## config.mk

```make
export PLATFORM = sky130hd
export DESIGN_NAME = io_slow_out_buffer
export DESIGN_NICKNAME = d
export VERILOG_FILES = /design/src/rtl/io_slow_out_buffer.sv
export SDC_FILE = /design/constraint.sdc
export NUM_CORES = 1
export LEC_CHECK = 0
export ABC_AREA = 1
export CAP_MARGIN = 10
export CORE_ASPECT_RATIO = 0.9
export CORE_MARGIN = 3
export CORE_UTILIZATION = 50
export DETAILED_ROUTE_END_ITERATION = 12
export PLACE_DENSITY = 0.71
export SLEW_MARGIN = 20
export SYNTH_ARGS = -nofsm -noshare
export SYNTH_HDL_FRONTEND = slang
export SYNTH_SLANG_ARGS = --single-unit
```

## constraint.sdc

```tcl
create_clock -name CLK -period 2.1 [get_ports CLK]
set_input_delay 0.42 -clock CLK [delete_from_list [all_inputs] [get_ports CLK]]
set_output_delay 0.42 -clock CLK [all_outputs]
set_load 0.1 [all_outputs]
```

## src/rtl/io_slow_out_buffer.sv

```systemverilog
// Slow-output character buffer: captures strobed 5-bit codes into a small FIFO for the host
// and paces the TYPE (device-ready) handshake to mimic typewriter cycle time.
module io_slow_out_buffer #(
    parameter int DEPTH       = 4,
    parameter int CHAR_CYCLES = 16
) (
    input  logic                     CLK,
    input  logic                     rst,
    input  logic                     TYPE_PULSE,
    input  logic                     PUNCH_SIGNAL,
    input  logic                     MAG1_OUT,
    input  logic                     MAG2_OUT,
    input  logic                     MAG3_OUT,
    input  logic                     MAG4_OUT,
    input  logic                     MAG5_OUT,
    input  logic                     CLR_OVERRUN,
    input  logic                     OUT_READY,
    output logic                     TYPE,
    output logic                     OUT_VALID,
    output logic [4:0]               OUT_CODE,
    output logic                     OUT_PUNCH,
    output logic                     OVERRUN,
    output logic [$clog2(DEPTH):0]   FILL
);

    localparam int AW = $clog2(DEPTH);
    localparam int FW = AW + 1;
    localparam int CW = $clog2(CHAR_CYCLES + 1);

    typedef enum logic {IDLE, BUSY} state_t;

    logic            type_pulse_q_reg;
    logic            strobe;
    logic            push;
    logic            drop;
    logic            pop;
    logic [5:0]      mem_reg [DEPTH];
    logic [AW-1:0]   wr_ptr_reg;
    logic [AW-1:0]   rd_ptr_reg;
    logic [FW-1:0]   fill_reg;
    logic [FW-1:0]   fill_next;
    state_t          state_reg;
    state_t          state_next;
    logic [CW-1:0]   count_reg;
    logic [CW-1:0]   count_next;
    logic            type_reg;
    logic            type_next;
    logic            overrun_reg;

    assign strobe    = TYPE_PULSE & ~type_pulse_q_reg;
    assign push      = strobe & type_reg;
    assign drop      = strobe & ~type_reg;
    assign OUT_VALID = (fill_reg != '0);
    assign pop       = OUT_VALID & OUT_READY;

    // Head is read combinationally so a captured character is visible the very next cycle.
    assign OUT_CODE  = OUT_VALID ? mem_reg[rd_ptr_reg][4:0] : 5'd0;
    assign OUT_PUNCH = OUT_VALID ? mem_reg[rd_ptr_reg][5]   : 1'b0;
    assign TYPE      = type_reg;
    assign OVERRUN   = overrun_reg;
    assign FILL      = fill_reg;

    always_ff @(posedge CLK) begin
        if (push) begin
            mem_reg[wr_ptr_reg] <= {PUNCH_SIGNAL, MAG5_OUT, MAG4_OUT, MAG3_OUT, MAG2_OUT, MAG1_OUT};
        end
    end

    always_comb begin
        fill_next = fill_reg;
        case ({push, pop})
            2'b10:   fill_next = fill_reg + FW'(1);
            2'b01:   fill_next = fill_reg - FW'(1);
            default: fill_next = fill_reg;
        endcase
    end

    always_ff @(posedge CLK) begin
        if (rst) begin
            type_pulse_q_reg <= 1'b0;
            wr_ptr_reg       <= '0;
            rd_ptr_reg       <= '0;
            fill_reg         <= '0;
            overrun_reg      <= 1'b0;
        end else begin
            type_pulse_q_reg <= TYPE_PULSE;
            if (push) wr_ptr_reg <= wr_ptr_reg + AW'(1);
            if (pop)  rd_ptr_reg <= rd_ptr_reg + AW'(1);
            fill_reg <= fill_next;
            // A dropped strobe wins over a coincident clear.
            if (drop)             overrun_reg <= 1'b1;
            else if (CLR_OVERRUN) overrun_reg <= 1'b0;
        end
    end

    always_ff @(posedge CLK) begin
        if (rst) begin
            state_reg <= IDLE;
            count_reg <= '0;
            type_reg  <= 1'b1;
        end else begin
            state_reg <= state_next;
            count_reg <= count_next;
            type_reg  <= type_next;
        end
    end

    always_comb begin
        state_next = state_reg;
        count_next = count_reg;
        case (state_reg)
            IDLE: begin
                count_next = '0;
                if (push) begin
                    state_next = BUSY;
                    count_next = CW'(CHAR_CYCLES);
                end
            end
            BUSY: begin
                count_next = count_reg - CW'(1);
                if (count_reg == CW'(1)) state_next = IDLE;
            end
            default: begin
                state_next = IDLE;
                count_next = '0;
            end
        endcase
    end

    // TYPE is registered from next-cycle state and occupancy so it drops the cycle after a push.
    always_comb begin
        type_next = (state_next == IDLE) && (fill_next < FW'(DEPTH));
    end

endmodule

```

==> qor.yml <==
outcome:
  status: "completed"
drt:
  avgRoutedWirePerCell_microns: 12.8
  dr.first_iter.drc_count: 107
  first_pass_iters: 4
  wl_microns: 3300
  vias: 1283
  viasPerCell: 4.97
  drc_errors: 0
  ant_nets: 0
sta:
  fin_skew_ns: 0.00614
  drv_slew: 0
  fmax_mhz: 505
  hold_ws_ns: 0.456
  finalHoldViolations: 0
  setup_viol: 0
  slew_headroom_pct: 77.4
  min_period_ns: 1.98
  fin_crit_sh_pct: 94.3
  rsz0062_at_grt: "false"
  tightestPinTransition_ns: 0.338
die:
  coreArea_sq_um: 3210
  die_h_microns: 62.2
  initial_utilization_pct: 54.7
  num_rows: 19
  pin_count: 23
  die_w_microns: 68.5
  die-area_sq_um: 4260
global_routing:
  grt_pass1_vias: 1247
  gr-total-overflow: 0
  grt_use_total_pct: 17.8
  antenna_found_initial: 0
  grt_max_degree: 13
  grt_pass1_wl_microns: 5660
flow_run:
  drv_cap: 0
setup_path:
  worstPathRequired_ns: 1.68
  crit_fanout: 7
  critPathKind: "flop to output pin"
  worst_setup_path_end_kind: "output pin"
  startpoint_type: "flop"
  worstPathArrival_ns: 1.56
yosys:
  postSynthCellCount: 179
  avgSynthCellArea_sq_um: 9.81
  synth-seq-cells: 42
  synth_cell_type_count: 19
  ys_warn_count: 0
  synthesis.nets: 198
  yosysSeqAreaShare_pct: 61.5
  synth_area_sq_um: 1760
cells_and_area:
  final_cells: 258
  mostFrequentLayoutCell: "nor2_1"
  postLayoutCoreUtil_pct: 72.1
  largest_register_ffs: 24
  area_delta_synth_final_pct: 31.7
  fin_area_sq_um: 2310
  final_nets: 234
  drive_gt1_share_pct: 21.8
  num_antenna_cells: 0
  layout_common_cells: "nor2_1, edfxtp_1, inv_1, nand2_1, buf_4"
clock_network:
  numCtsBuffers: 5
  clkLatencyLatePin_ns: 0.28
  cts_root_buffer: "clkbuf_8"
  cts_tree: "yes"
  cts_sinks: 42
  cts_max_level: 2
  holdBufCountCts: 0
  cts.path.max_buffers: 2
  path_clk_slew_ns: 0.07
placement:
  dpl_cell_area_sq_um: 2220
  portBuffers: 22
  dp_hpwl_microns: 2420
  gp_congestion: 0.761
  dp.cells: 249
min_path:
  hold_class: "flop to flop"
## kinds of logic after synthesis
group | synth area share (%)
AO/OA/AOI/OAI | 8.55
XOR/XNOR | 0.499
adder cells (fa/ha/maj) | 6.13
buffers and inverters | 6.84
flip-flops | 61.5
AND/OR/NAND/NOR | 16.5
## worst paths after layout
kind                     start      endpoint  slack (ns)  depth (start not counted)
setup / recovery          flop   OUT_CODE[0]        0.12                          5
setup reg to reg       FILL[1]          TYPE        0.25                         12
hold reg to reg   count_reg[0]  count_reg[0]        0.46                          1
hold / removal    count_reg[0]  count_reg[0]        0.46                          1
## metrics by stage
stage | setup slack [ns] | setup TNS, ns
floorplan | -0.0451 | -0.271
detailed placement | -0.0568 | -0.0568
global placement | -0.00619 | -0.00619
CTS | 0.00327 | 0
global route | 0.00737 | 0
finish | 0.121 | 0
## timing repair
action                                  CTS  global route
resized for setup                         4             6
endpoints found under the setup margin    3             6
buffers inserted                          0             1
hold endpoints to repair                  0             0
pin swaps                                 0             0
## area by class of cell
| class | instances | area, sq um |
|---|---|---|
| Tap cell | 42 | 52.6 |
| Clock buffer | 6 | 72.6 |
| Multi-Input combinational cell | 109 | 647 |
| Fill cell | 234 | 896 |
| Clock inverter | 2 | 8.76 |
| Sequential cell | 42 | 1090 |
| Timing Repair Buffer | 31 | 333 |
| Inverter | 26 | 105 |
## Yosys cell counts (all sizes together)
cell type  instances  area share, %
nand3b             1           0.43
o21ai             16            4.6
xor2               1           0.50
inv               26            5.6
buf                2            1.3
edfxtp            24             41
a21oi             14            4.0
nand2             21            4.5
ha                 7            5.0
fa                 1            1.1
dfxtp             18             21
or2                2           0.71
nand3              6            2.0
nor2              38            8.1
nand4              2           0.71
## metal layers
| metal | share of wire, % | track usage [%] |
|---|---|---|
| met1 | 43 | 23.6 |
| met2 | 50 | 27.2 |
| met3 | 6.5 | 5.59 |
| met4 | 0.73 | 5.96 |
| met5 | 0 | 0 |
## critical path, cell delays in order (launching register included)
cell	delay, ns
dfxtp_1	0.52
inv_2	0.14
nor2_1	0.13
o21ai_1	0.11
a21oi_4	0.17
buf_12	0.19
Power is not shown: default switching activity piles up to over one toggle a cycle in this logic, so the estimate is an artifact.
